### src/rtl/even_parity_rx_pkg.sv
// Shared types for the even-parity serial link.
// Used by both the receiver and the matching transmitter.
package even_parity_rx_pkg;

    localparam int DEF_DATA_W = 8;

    typedef enum logic [2:0] {
        IDLE   = 3'd0,
        DATA   = 3'd1,
        PARITY = 3'd2,
        STOP   = 3'd3,
        BREAK  = 3'd4
    } state_t;

endpackage

### src/rtl/even_parity_rx_if.sv
// Serial-in / byte-out bundle of the even-parity receiver.
// The master side drives the line and strobe; the slave side is the receiver.
interface even_parity_rx_if #(
    parameter int DATA_W = 8
);

    logic              bit_en;
    logic              rx_in;
    logic [DATA_W-1:0] data_out;
    logic              data_valid;
    logic              parity_err;
    logic              frame_err;
    logic              busy;

    modport master (
        output bit_en,
        output rx_in,
        input  data_out,
        input  data_valid,
        input  parity_err,
        input  frame_err,
        input  busy
    );

    modport slave (
        input  bit_en,
        input  rx_in,
        output data_out,
        output data_valid,
        output parity_err,
        output frame_err,
        output busy
    );

endinterface

### src/rtl/even_parity_rx.sv
// Even-parity serial frame receiver: start, DATA_W bits LSB first,
// parity, stop. One sample per bit_en strobe.
module even_parity_rx
    import even_parity_rx_pkg::*;
#(
    parameter int DATA_W = DEF_DATA_W
) (
    input  logic           clk,
    input  logic           rst_n,
    even_parity_rx_if.slave rx
);

    localparam int CW = $clog2(DATA_W) + 1;
    localparam logic [CW-1:0] LAST = CW'(DATA_W - 1);

    state_t            state;
    logic [CW-1:0]     cnt;
    logic              acc;
    logic [DATA_W-1:0] shreg;

    always_ff @(posedge clk) begin
        if (!rst_n) begin
            state         <= IDLE;
            cnt           <= '0;
            acc           <= 1'b0;
            shreg         <= '0;
            rx.data_out   <= '0;
            rx.data_valid <= 1'b0;
            rx.parity_err <= 1'b0;
            rx.frame_err  <= 1'b0;
            rx.busy       <= 1'b0;
        end else begin
            rx.data_valid <= 1'b0;
            if (rx.bit_en) begin
                unique case (state)
                    IDLE: begin
                        if (!rx.rx_in) begin
                            state   <= DATA;
                            cnt     <= '0;
                            acc     <= 1'b0;
                            rx.busy <= 1'b1;
                        end
                    end
                    DATA: begin
                        for (int i = 0; i < DATA_W; i++) begin
                            if (cnt == CW'(i)) shreg[i] <= rx.rx_in;
                        end
                        acc <= acc ^ rx.rx_in;
                        cnt <= cnt + 1'b1;
                        if (cnt == LAST) state <= PARITY;
                    end
                    PARITY: begin
                        acc   <= acc ^ rx.rx_in;
                        state <= STOP;
                    end
                    STOP: begin
                        rx.data_out   <= shreg;
                        rx.parity_err <= acc;
                        rx.frame_err  <= ~rx.rx_in;
                        rx.data_valid <= 1'b1;
                        // A low stop bit parks in BREAK until the line idles
                        if (rx.rx_in) begin
                            state   <= IDLE;
                            rx.busy <= 1'b0;
                        end else begin
                            state   <= BREAK;
                        end
                    end
                    BREAK: begin
                        if (rx.rx_in) begin
                            state   <= IDLE;
                            rx.busy <= 1'b0;
                        end
                    end
                    default: begin
                        state   <= IDLE;
                        rx.busy <= 1'b0;
                    end
                endcase
            end
        end
    end

endmodule

### src/flat_wrapper.sv
// flat-port wrapper written by rule: the top's interface ports become plain ports
module even_parity_rx_flat import even_parity_rx_pkg::*;
#(
    parameter int DATA_W = DEF_DATA_W
)
  (clk, rst_n, rx_bit_en, rx_rx_in, rx_data_out, rx_data_valid, rx_parity_err, rx_frame_err, rx_busy);
  even_parity_rx_if #(.DATA_W(DATA_W)) rx_i ();
  input  logic clk;
  input  logic rst_n;
  input wire logic [$bits(rx_i.bit_en)-1:0] rx_bit_en;
  input wire logic [$bits(rx_i.rx_in)-1:0] rx_rx_in;
  output wire logic [$bits(rx_i.data_out)-1:0] rx_data_out;
  output wire logic [$bits(rx_i.data_valid)-1:0] rx_data_valid;
  output wire logic [$bits(rx_i.parity_err)-1:0] rx_parity_err;
  output wire logic [$bits(rx_i.frame_err)-1:0] rx_frame_err;
  output wire logic [$bits(rx_i.busy)-1:0] rx_busy;
  assign rx_i.bit_en = rx_bit_en;
  assign rx_i.rx_in = rx_rx_in;
  assign rx_data_out = rx_i.data_out;
  assign rx_data_valid = rx_i.data_valid;
  assign rx_parity_err = rx_i.parity_err;
  assign rx_frame_err = rx_i.frame_err;
  assign rx_busy = rx_i.busy;
  even_parity_rx #(.DATA_W(DATA_W)) u_core (.clk(clk), .rst_n(rst_n), .rx(rx_i));
endmodule
### config.mk
export PLATFORM = sky130hd
export DESIGN_NAME = even_parity_rx_flat
export DESIGN_NICKNAME = d
export VERILOG_FILES = /design/src/rtl/even_parity_rx_pkg.sv /design/src/rtl/even_parity_rx_if.sv /design/src/rtl/even_parity_rx.sv /design/src/flat_wrapper.sv
export SDC_FILE = /design/constraint.sdc
export NUM_CORES = 1
export LEC_CHECK = 0
export CORE_MARGIN = 4
export CORE_UTILIZATION = 60
export CTS_BUF_LIST = sky130_fd_sc_hd__clkbuf_8
export CTS_CLUSTER_DIAMETER = 150
export DETAILED_ROUTE_END_ITERATION = 8
export GPL_TIMING_DRIVEN = 0
export HOLD_SLACK_MARGIN = 0.05
export PLACE_DENSITY_LB_ADDON = 0.1
export SLEW_MARGIN = 0
export SYNTH_ARGS = -nofsm -noshare
export SYNTH_HDL_FRONTEND = slang
export SYNTH_SLANG_ARGS = --single-unit
### constraint.sdc
create_clock -name clk -period 3.7 [get_ports clk]
set_input_delay 0.74 -clock clk [delete_from_list [all_inputs] [get_ports clk]]
set_output_delay 0.74 -clock clk [all_outputs]
set_load 0.03 [all_outputs]
; After elaboration in Yosys (flattened, before gate mapping)
; Cells that the tools add are included.
[totals]
regBits = 28
input_bits = 4
output_inout_bits = 12
[op_classes]
addsub = 1
eq_ne = 15
muxes = 13
n_bitwise = 3
reduce_logical = 20
[ops]
columns = operator, count
row1 = 3-bit AND reduction, 10
row2 = 4-bit by 3-bit equality test with 1-bit output (second input constant), 4
row3 = 3-bit one-hot mux with 5 select lines, 1
row4 = 3-bit 2-to-1 mux, 4
row5 = 4-bit by 2-bit equality test with 1-bit output (second input constant), 2
row6 = 4-bit one-hot mux with 2 select lines, 1
row7 = 4-bit AND reduction, 2
row8 = 3-bit by 2-bit equality test with 1-bit output (second input constant), 2
row9 = 4-bit by 1-bit adder with 4-bit output (second input constant), 1
row10 = 4-bit by 1-bit equality test with 1-bit output (second input constant), 1
row11 = 4-bit logical NOT, 1
row12 = 1-bit 2-to-1 mux, 4
row13 = 4-bit 2-to-1 mux, 1
row14 = 2-bit by 1-bit inequality test with 1-bit output (second input constant), 2
row15 = 2-bit inequality test (second input constant), 2
row16 = 2-bit AND reduction, 2
row17 = 2-bit nonzero test, 2
row18 = 2-bit OR reduction, 2
row19 = 3-bit by 1-bit equality test with 1-bit output (second input constant), 1
row20 = 3-bit equality test (second input constant), 1
row21 = 3-bit logical NOT, 1
row22 = 1-bit one-hot mux with 3 select lines, 1
row23 = 1-bit inverter, 2
row24 = 1-bit one-hot mux with 2 select lines, 1
row25 = 1-bit XOR, 1

; Logic depth before layout (Yosys ltp)
; Gate-level depths: netlist (run 1).
[depth]
ltp_word = 4
ltp_mapped = 5
depth_no_buf = 5

; Worst setup path before layout (run 1)
; OpenSTA, ideal clock, no wires.
[synth_timing]
kind = in2reg
start = input port rx_rx_in
end = register u_core.cnt[3]
setup_time_ns = 0.117
arrival_ns = 1.565
slack_ns = 2.017
path_stages = 4
n_path_buf = 1
cell_sequence = buf_2 -> nor2b_1 -> a2111o_1 -> a32o_1
[synth_between]
elab_chain_len = 2
[synth_rtl]
columns = element, line
row1 = "start, declared", flat_wrapper.sv:11  ; input wire logic [$bits(rx_i.rx_in)-1:0] rx_rx_in;
row2 = 2-bit inequality test (no source line), --
row3 = 3-bit AND reduction (no source line), --
row4 = "end signal, assigned", even_parity_rx.sv:49  ; cnt <= cnt + 1'b1;
row5 = "end, declared", even_parity_rx.sv:17  ; logic [CW-1:0] cnt;
; No other way between the ends.
; A chain may end at the register's enable or synchronous reset.

; Worst setup path in the final report (run 1)
[layout_timing]
start = register u_core.rx.busy
end = output port rx_busy
[layout_lines]
columns = element, line
row1 = "start, declared", even_parity_rx_if.sv:32  ; output busy
row2 = "start signal, assigned", even_parity_rx.sv:31  ; rx.busy <= 1'b0;
row3 = "start signal, assigned", even_parity_rx.sv:41  ; rx.busy <= 1'b1;
row4 = "start signal, assigned", even_parity_rx.sv:64  ; rx.busy <= 1'b0;
row5 = "end, declared", flat_wrapper.sv:16  ; output wire logic [$bits(rx_i.busy)-1:0] rx_busy;
; No word-level cell between the ends.

==> impl_results.md, run 1 <==
* Final Hold Viols at 0
* Largest family of logic cells by synthesized area: simple AND/OR/NAND/NOR gates
* # H-tree levels at 1
* XOR/XNOR share of the synthesized area at less than 1%
* Number of synthesized flops with an enable pin at 0
* CTS tree: built
* Slack of the worst reg-to-reg path at approximately 2300 ps
* Synth area leaders: dfxtp_1 42%, nand2_1 7.0%, a21oi_1 5.9%
* Cells after Synth at 152
* Crit start category: register
* Ys flop type: dfxtp_1
* Worst Setup EP: rx_busy
* Tightest Pin Transition at between 500 and 600 ps
* Worst endpoint required time at slightly below 3000 ps
* Fin cells at between 150 and 200
* Crit-path max cell delay at 680 ps
* Adder-cell area share of the yosys netlist at under 10%
* Die W at ~55 microns
* Worst VDD drop at roughly 0.25 mV
* Finish-stage setup viols at 0
* Final wirelength at about 2900 microns
* CTS Buffer Depth at 2
* Share of cells above drive strength 1 at 8.82%
* Clock root cell: clkbuf_8
* Lkg Pwr at 0.552 nW
* Critical path's top delay family: buffers and inverters
* Fmax at 486 MHz
* CTS clk-pin slew, worst paths at approximately 90 ps
* Vias per Instance at about 6
* Ys Warns at 0
* Row cnt at 16
* IO Pins at 16
* RSZ-0062 raised after global routing: false
* Synth Area in Compound Gates at approximately a quarter
* Power Total at around 0.53 mW
* Worst r2r src: u_core.state[2]
* GRT Util Overall at 19.8%
* Max stage delay cell, worst path: clkdlybuf4s50_1
* Post-cts sizing count at 0
* Levels on crit path at 1
* Setup crit end kind: output pin
* Drt first pass iters at 4
* Area Growth Syn to Fin at 17.0%
* CP Buf/Inv Count at 1
* DRC at 0
* Worst reg2reg path depth at 4
* Die Y at roughly 55 microns
* Yosys reg bits at 28
* Fillcell total at approximately 160
* Post-synthesis sequential area ratio at between 40% and 50%
* GRT overflow at 0
* Post-Syn Area at ~1300 sq um
* Synth async-reset ratio at 0%
* Fin. max-slew vios at 0
* Vias at approximately 1200
* Per-cell routed wire length at ~14 microns
* CP arrival at 1320 ps
* Syn_nets at between 150 and 200
* Hold crit path type: register to register
* R2r endpoint: u_core.shreg[3]
* Rel. slew slack at between 60 and 70%
* Final nets at ~180
* TritonCTS Sinks at 28
* Core Area at 2040 sq um
* Synth top area share at between 40 and 50%
* Placed insts at 193
* Vias in the first global route at around 1100
* Crit. Startpoint: u_core.rx.busy
* Port buffer count at 14
* 1st-iter DRT viols at between 40 and 50
* Core Util, Final at 77.2%
* ANT nets after route at 0
* Mapped Avg Cell Area at between 8 and 9 sq um
* Largest net degree at the start of global routing at 16
* Simple-gate share of the synthesized area at between 20% and 30%
* Final worst-path cycle share at a little under three fifths
* Worst skew pair latency at 270 ps
* # Max-Cap Violations at 0
* Final Skew at approximately 6.5 ps
* Worst Path Max Fanout at 3
* Setup Buffers After CTS at 0
* CP Class: register to output pin
* Initial antenna violation count at 0
* Dominant cell type by area after synthesis: dfxtp_1
* Status: complete, no violations
* Num CTS Buffers at 3
* First-pass GRT wire length at ~5100 microns
* Distinct cells, synth at 39
* Post-route minimum period at between 2000 and 2500 ps
* Starting Density at 66.0%
* Post-synthesis mux area share at less than 1%
* Setup TNS at 0 ps
* Global placement routability congestion at a little under 0.9
* Hold_buf cts at 0
* Die ar. at between 3000 and 4000 sq um
* Crit-path cells: clkdlybuf4s50_1
* Dpl hpwl at 2090 microns
* PwrDens at ~340 nW/um^2
* # diodes at 0
worst min-delay path by stage:
stage / startpoint / end / slack, ps / depth (start not counted)
finish: u_core.rx.data_out[6] / u_core.rx.data_out[6] / 460 / 2
global route: u_core.rx.data_out[7] / u_core.rx.data_out[7] / 480 / 2
CTS: u_core.rx.data_out[6] / u_core.rx.data_out[6] / 460 / 2
detailed placement: u_core.rx.data_out[6] / u_core.rx.data_out[6] / 450 / 2
global placement: u_core.rx.frame_err / u_core.rx.frame_err / 440 / 2
floorplan: u_core.shreg[7] / u_core.rx.data_out[7] / 430 / 2
logic make-up after synthesis:
family / count (synthesis)
compound gates: 44
xor+xnor: 1
fa+ha+maj: 4
buf+inv: 16
flops: 28
mux: 1
simple gates: 58
cells in the mapped netlist (all sizes together), types with 3 or more instances:
| cell type | number |
|---|---|
| a21oi | 16 |
| buf | 8 |
| clkbuf | 4 |
| dfxtp | 28 |
| ha | 4 |
| inv | 3 |
| nand2 | 25 |
| nand2b | 4 |
| nand3 | 4 |
| nand4b | 4 |
| nor2b | 4 |
| o211ai | 6 |
| o21ai | 3 |
| o31ai | 9 |
where the power goes:
| group | switching [mW] | leakage, nW | internal [mW] |
|---|---|---|---|
| clock network | 0.0897 | 0.0288 | 0.0951 |
| registers | 0.00206 | 0.226 | 0.304 |
| logic | 0.0282 | 0.297 | 0.0146 |
stage by stage:
| stage | instance area [sq um] | setup slack [ps] | hold WS, ps |
|---|---|---|---|
| 6_report | 1580 | 1640 | 457 |
| 5_1_grt | 1580 | 1590 | 478 |
| 4_1_cts | 1580 | 1640 | 460 |
| 3_5_place_dp | 1520 | 1370 | 447 |
| 3_3_place_gp | 1520 | 1420 | 441 |
| 2_1_floorplan | 1350 | 2020 | 429 |
routing by layer:
layer	track usage (%)	routed length, microns	part of all wire [%]
met5	0	0	0
met4	6.60	66	2.3
met3	3.73	170	6.0
met2	31.8	1320	46
met1	26.6	1290	45
cell usage in the layout, fill, tap and decap left out, types with 2 or more instances in the layout:
cell type | netlist | layout
a31oi_1 | 2 | 2
nand2_1 | 25 | 25
buf_2 | 7 | 7
clkdlybuf4s50_1 | 0 | 14
inv_1 | 3 | 3
nor2b_1 | 4 | 4
ha_1 | 4 | 4
nor3_1 | 2 | 2
o31ai_1 | 9 | 9
clkbuf_8 | 0 | 4
a21oi_1 | 16 | 16
nor2_1 | 2 | 2
o21ai_1 | 3 | 3
nand3b_1 | 2 | 2
nand4b_1 | 4 | 4
nor3b_1 | 2 | 2
nand2b_1 | 4 | 4
clkbuf_1 | 4 | 4
dfxtp_1 | 28 | 28
o211ai_1 | 6 | 6
or3b_1 | 2 | 2
nand3_1 | 4 | 4
sequential cells by signal, summed over array words and instances (netlist names):
signal and flops:
u_core.acc 1, u_core.rx.busy 1, u_core.rx.parity_err 1, u_core.shreg 8
u_core.rx.frame_err 1, u_core.rx.data_valid 1, u_core.cnt 4, u_core.rx.data_out 8
u_core.state 3
layout make-up:
type / instances / area [sq um] / area share [%]
multi-input combinational: 108 / 711 / 45.1
sequential: 28 / 561 / 35.6
timing repair buffer: 14 / 140 / 8.89
buffer: 12 / 61.3 / 3.89
clock buffer: 4 / 55.1 / 3.49
tap: 27 / 33.8 / 2.14
inverter: 4 / 15.0 / 0.952
Power figures use the tool's default switching activity.
==> run 2: changes to the inputs <==
--- a/config.mk
+++ b/config.mk
@@ -6,7 +6,7 @@
 export NUM_CORES = 1
 export LEC_CHECK = 0
 export CORE_MARGIN = 4
-export CORE_UTILIZATION = 60
+export CORE_UTILIZATION = 57
 export CTS_BUF_LIST = sky130_fd_sc_hd__clkbuf_8
 export CTS_CLUSTER_DIAMETER = 150
 export DETAILED_ROUTE_END_ITERATION = 8
==> constraint.sdc (replaced) <==
create_clock -name clk -period 2.1 [get_ports clk]
set_input_delay 0.42 -clock clk [delete_from_list [all_inputs] [get_ports clk]]
set_output_delay 0.42 -clock clk [all_outputs]
set_load 0.03 [all_outputs]
==> run 2 against run 1 <==
Non-clock buffer count is the same. Clock skew decreased by 5.3 ps. Routed wire length decreased by 1.5%. Combinational power is 73% higher. Critical endpoint unchanged. Largest power group unchanged.
==> impl_results.md, run 2 (same netlist as run 1, synthesis figures left out) <==
* Tightest Pin Transition at a little over 500 ps
* # Max-Cap Violations at 0
* Die ar. at approximately 3200 sq um
* Per-cell routed wire length at roughly 14 microns
* Global placement routability congestion at ~0.83
* CP arrival at 1310 ps
* Final worst-path cycle share at about 80%
* Starting Density at 60.3%
* Crit-path cells: clkdlybuf4s50_1
* Worst skew pair latency at 270 ps
* # diodes at 0
* Dpl hpwl at about 2100 microns
* Final instance area at about 1600 sq um
* Crit start category: register
* Final nets at between 150 and 200
* Vias at approximately 1200
* Final Hold Viols at 0
* Area of the multi-input gates at just over 700 sq um
* Fin. max-slew vios at 0
* Drt first pass iters at 4
* Post-cts sizing count at 0
* Hold crit path type: register to register
* CP Buf/Inv Count at 1
* Final wirelength at between 2000 and 3000 microns
* Lkg Pwr at approximately 0.56 nW
* Worst VDD drop at 0.457 mV
* Die Y at 56.6 microns
* Clock root cell: clkbuf_8
* Share of cells above drive strength 1 at 8.82%
* Initial antenna violation count at 0
* RSZ-0062 raised after global routing: false
* TritonCTS Sinks at 28
* Critical path's top delay family: buffers and inverters
* Port buffer count at 14
* Die W at roughly 57 microns
* Max layer used: met4
* Met3 WL at approximately 120 microns
* Max stage delay cell, worst path: clkdlybuf4s50_1
* Vias in the first global route at 1149
* First-pass GRT wire length at 4980 microns
* CTS clk-pin slew, worst paths at ~90 ps
* Commonest non-fill, non-tap cell in the layout: dfxtp_1
* Post-route minimum period at about 1700 ps
* PwrDens at between 600 and 700 nW/um^2
* Setup TNS at 0 ps
* Met2 routed WL at approximately 1300 microns
* Post-Route M1 WL at about 1300 microns
* Fmax at 579 MHz
* Vias per Instance at between 6 and 7
* GRT Util Overall at between 10% and 20%
* Worst Path Max Fanout at 3
* CP Class: register to output pin
* Rel. slew slack at 65.5%
* Dpl cell area at between 1500 and 2000 sq um
* Num CTS Buffers at 3
* Finish-stage setup viols at 0
* Hold_buf cts at 0
* Status: complete, no violations
* Setup crit end kind: output pin
* Area Growth Syn to Fin at 18.3%
* Worst endpoint required time at around 1700 ps
* Most frequent cells in the layout: 28 x dfxtp_1, 25 x nand2_1, 16 x a21oi_1
* Fillcell total at roughly 170
* # H-tree levels at 1
* Crit-path max cell delay at around 670 ps
* DRC at 0
* CTS Buffer Depth at 2
* Setup Buffers After CTS at 0
* Biggest regs: u_core.rx.data_out x8, u_core.shreg x8, u_core.cnt x4
* CTS tree: built
* Register Area at approximately 560 sq um
* Largest net degree at the start of global routing at 17
* IO Pins at 16
* Final Skew at around 1.2 ps
* Core Area at 2230 sq um
* Row cnt at 17
* GRT overflow at 0
* ANT nets after route at 0
* 1st-iter DRT viols at 17
-- run 2: cell types whose count changed in the layout (fill, tap and decap cells not counted) --
cell / change
bufinv_16: +1
clkbuf_8: -1
-- run 2: worst paths after layout --
check,start,end,slack [ps],cells past startpoint
min,u_core.rx.data_out[2],u_core.rx.data_out[2],460,2
max,u_core.rx.busy,rx_busy,370,1
max reg2reg,u_core.state[2],u_core.shreg[3],710,4
min reg2reg,u_core.rx.data_out[2],u_core.rx.data_out[2],460,2
-- run 2: final cells by class --
type	instances	area share, %
Tap cell	28	2.20
Clock buffer	3	2.59
Sequential cell	28	35.2
Multi-Input combinational cell	108	44.6
Timing Repair Buffer	14	8.79
Clock inverter	1	1.88
Inverter	4	0.942
Buffer	12	3.85
-- run 2: power breakdown --
group / leakage [nW] / internal (mW) / switching, mW / total, mW
clock network: 0.0357 / 0.255 / 0.168 / 0.423
registers: 0.226 / 0.536 / 0.00338 / 0.539
logic: 0.297 / 0.0258 / 0.0484 / 0.0743
-- run 2: per-layer routing --
metal	vias up	GRT usage [%]
met2	21	33.2
met5	-	0
li1	584	-
met3	7	2.99
met1	581	23.7
met4	0	6.78
-- run 2: stage by stage --
| step | cells | util [%] | power, mW | setup WS [ps] | hold WS, ps |
|---|---|---|---|---|---|
| 2_1_floorplan | 152 | - | 0.603 | 737 | 429 |
| 3_3_place_gp | 194 | 68.2 | 0.623 | 142 | 442 |
| 3_5_place_dp | 194 | 68.2 | 0.625 | 124 | 449 |
| 4_1_cts | 198 | 71.4 | 1.04 | 370 | 463 |
| 5_1_grt | 198 | 71.4 | 1.07 | 322 | 486 |
| 6_report | 198 | 71.4 | 1.04 | 373 | 459 |
==> RTL change 1 (config.mk and constraints of run 2) <==
`DEF_DATA_W`: 8 -> 16.
--- a/src/rtl/even_parity_rx_pkg.sv
+++ b/src/rtl/even_parity_rx_pkg.sv
@@ -3,5 +3,5 @@
 package even_parity_rx_pkg;
 
-    localparam int DEF_DATA_W = 8;
+    localparam int DEF_DATA_W = 16;
 
     typedef enum logic [2:0] {
Interface: changed (resized rx_data_out); port bits go from 16 to 24. The function was not compared with the original's and may differ.
==> RTL change 1 against run 2 <==
- design area is 53% higher
- hold slack got worse by 0.0053 ns
- largest power group unchanged
- global-route usage is 2.0 points higher
- sequential cell count up 17
- area after synthesis rose by 53%
- worst setup slack got worse by 0.12 ns
- clock power grew 28%
- fmax down 6.5%
- synthesized cell count is 57% higher
- total power rose by 48%
- wire length rose by 50%
- first-iteration DRC count increased to 7.3 times the old value
==> RTL change 1: results (changes against run 2) <==
- Max H-tree Level: 2 (+1)
- Hold Slack: 0.453 ns (-0.00530 ns)
- Met3 Usage GRT: 0.0427 (+0.0128)
- Routed Wire Length: 4.22 mm (+50%)
- Post-synthesis compound-gate area fraction: 0.138 (-0.0989)
- Synth area leaders: dfxtp_1, nand2_1, a21oi_1
- Synth Area in Adders: 0.0304 (-0.00676)
- Met3 wire length: 207 microns (+78%)
- DR vias: 1,705 (+43%)
- Port Buffers: 23 (+9)
- Final worst slack: 0.252 ns (-0.120 ns)
- M1 GR Usage: 0.272 (+0.0349)
- Clock Skew: 0.0120 ns (+0.0108 ns)
- Post-place setup slack: 0.143 ns (+0.0187 ns)
- CP startpoint: u_core.cnt[0]
- Status: complete, no violations
- Met2 global-route usage: 0.339 (+0.00767)
- Sequential cell area fraction in the yosys report: 0.437 (+0.0215)
- First-pass GRT wire length: 7.31 mm (+47%)
- GRT Total Usage: 0.211 (+0.0197)
- Fill count: 283 (+65%)
- R2r worst-path depth: 7 (+3)
- R2R Path End: u_core.state[2]
- Vias per inst: 5.41 (-10%)
- Power per cell area: 631 nW/um^2 (-2.9%)
- Hold EP: u_core.rx.data_out[9]
- Post-placement cell count: 307 (+58%)
- Multi-input gate area: 1000 sq um (+41%)
- Cell variety after synth: 37 (-5.1%)
-- RTL change 1: changes by cell type after synthesis, moves of 3 or more --
cell / before / now
nand2_1: 25 / 56
clkbuf_1: 4 / 1
o21ai_0: 0 / 4
a21oi_1: 16 / 27
nor2b_1: 4 / 0
dfxtp_1: 28 / 45
nor2_1: 2 / 8
inv_1: 3 / 6
mux2i_1: 1 / 13
buf_4: 0 / 6
o31ai_1: 9 / 3
nand3_1: 4 / 17
-- RTL change 1: area by class of cell --
type | count | area share
multi-input combinational | 169 | 0.412
sequential | 45 | 0.369
timing repair buffer | 23 | 0.0944
buffer | 17 | 0.0523
clock buffer | 5 | 0.0282
tap | 46 | 0.0236
inverter | 7 | 0.0108
clock inverter | 3 | 0.00924
-- RTL change 1: worst max-delay path, stage by stage, from the launching register on --
cell and delay [ns]:
dfxtp_1 0.35, ha_1 0.28, and3_1 0.22, ha_1 0.24
a21oi_1 0.21, nand2_1 0.07, a21o_1 0.17, a311oi_2 0.22
==> RTL change 2 (settings of run 2) <==
Made on the original files. The 5 states of `state_t` get a one-hot encoding in 5 bits.
--- a/src/rtl/even_parity_rx_pkg.sv
+++ b/src/rtl/even_parity_rx_pkg.sv
@@ -5,10 +5,10 @@
     localparam int DEF_DATA_W = 8;
 
-    typedef enum logic [2:0] {
-        IDLE   = 3'd0,
-        DATA   = 3'd1,
-        PARITY = 3'd2,
-        STOP   = 3'd3,
-        BREAK  = 3'd4
+    typedef enum logic [4:0] {
+        IDLE   = 5'b00001,
+        DATA   = 5'b00010,
+        PARITY = 5'b00100,
+        STOP   = 5'b01000,
+        BREAK  = 5'b10000
     } state_t;
 
Function: no difference found for any inputs over 10 cycles, from zero or initial values and one cycle with rst_n low; not proved beyond that.
==> RTL change 2 against run 2 <==
- wire length about the same
- total power up 12%
- largest power group unchanged
- global-route usage down 1.1 points
- count of clock-buffer cells in the layout up 3
- critical endpoint is now u_core.shreg[3]
- worst setup slack worse by 0.20 ns
- register-to-register slack worse by 0.34 ns
- design area up 8.6%
- sequential cell count up 2
- area after synthesis up 8.9%
- via count down 1.5%
- hold slack better by 0.0021 ns
- first-iteration DRC count up 47%
- fmax down 10%
==> RTL change 2: results (changes against run 2) <==
- Status: complete, no violations
- Multiplexer area fraction after synthesis: 0.116 (+0.109)
- Synth Area in Adders: 0.0341 (-0.00304)
- Post-synthesis compound-gate area fraction: 0.130 (-0.107)
- Met3 Usage GRT: 0.0395 (+0.00959)
- Starting DRT DRC Count: 25 (+8)
- CTS buffer count: 5 (+2)
- Hold Slack: 0.461 ns (+0.00208 ns)
- Sequential cell area fraction in the yosys report: 0.409 (-0.00676)
- CP top delay family: simple AND/OR/NAND/NOR gates
- Vias in the first global route: 1,074 (-6.5%)
- Area share of xor/xnor cells in the synthesized design: 0.00597 (-0.000532)
- Slew margin rel.: 0.686 (+0.0307)
- Clock Skew: 0.00682 ns (+0.00564 ns)
- DP Area: 1640 sq um (+7.4%)
- Met2 global-route usage: 0.271 (-0.0604)
- Wl on met1: 1.42 mm (+8.0%)
- Top cells by count, synth: dfxtp_1, nor2_1, mux2i_1, nand2_1
- Final GP Congestion: 0.839 (+0.66%)
- Crit-path max FO: 8 (+5)
- DR WL met2: 1.23 mm (-7.8%)
- Share of layout cells above drive strength 1: 0.0879 (-0.000323)
- Largest net degree at the start of global routing: 11 (-6)
- Nets@finish: 189 (+5.6%)
- HPWL after DPL: 2.07 mm (-3.7%)
-- RTL change 2: cell count changes in the layout (fill, tap and decap cells not counted), moves of 4 or more --
cell             run 2  this run
mux2i_1              1        17
nor2_1               2        18
a21oi_1             16         2
o31ai_1              9         0
nand2_1             25        17
buf_2                7         1
o211ai_1             6         1
inv_1                3         7
nand4b_1             4         0
o21a_1               0         4
-- RTL change 2: through the flow --
stage / setup slack (ns) / cells
2_1_floorplan: 0.484 / 161
6_report: 0.174 / 212
3_3_place_gp: -0.0837 / 204
5_1_grt: 0.103 / 212
4_1_cts: 0.173 / 212
3_5_place_dp: -0.122 / 204
-- RTL change 2: worst paths after layout --
kind,start,endpoint,cells after the start
setup / recovery,rx_bit_en,u_core.shreg[3],6
hold / removal,u_core.shreg[1],u_core.shreg[1],2
setup reg to reg,u_core.state[3],u_core.shreg[3],6
hold reg to reg,u_core.shreg[1],u_core.shreg[1],2
-- RTL change 2: power breakdown --
| group | total, mW | internal (mW) | switching, mW |
|---|---|---|---|
| Sequential | 0.585 | 0.576 | 0.00898 |
| Clock | 0.479 | 0.263 | 0.216 |
| Combinational | 0.0966 | 0.0373 | 0.0593 |
-- RTL change 2: layout make-up --
| cell class | count | area (sq um) |
|---|---|---|
| plain buffers | 10 | 53.8 |
| repair buffers | 13 | 130 |
| clock inverters | 2 | 12.5 |
| inverters | 7 | 26.3 |
| flip-flops and latches | 30 | 601 |
| multi-input cells | 114 | 787 |
| clock buffers | 6 | 82.6 |
| fillers | 189 | 747 |
| well taps | 30 | 37.5 |
-- RTL change 2: worst reg2reg max path, delay by kind of cell (launching register included) --
kind | cells | cell delay (ns)
DFF | 1 | 0.31
muxes | 1 | 0.13
buffers and inverters | 2 | 0.29
and+or+nand+nor | 3 | 0.90
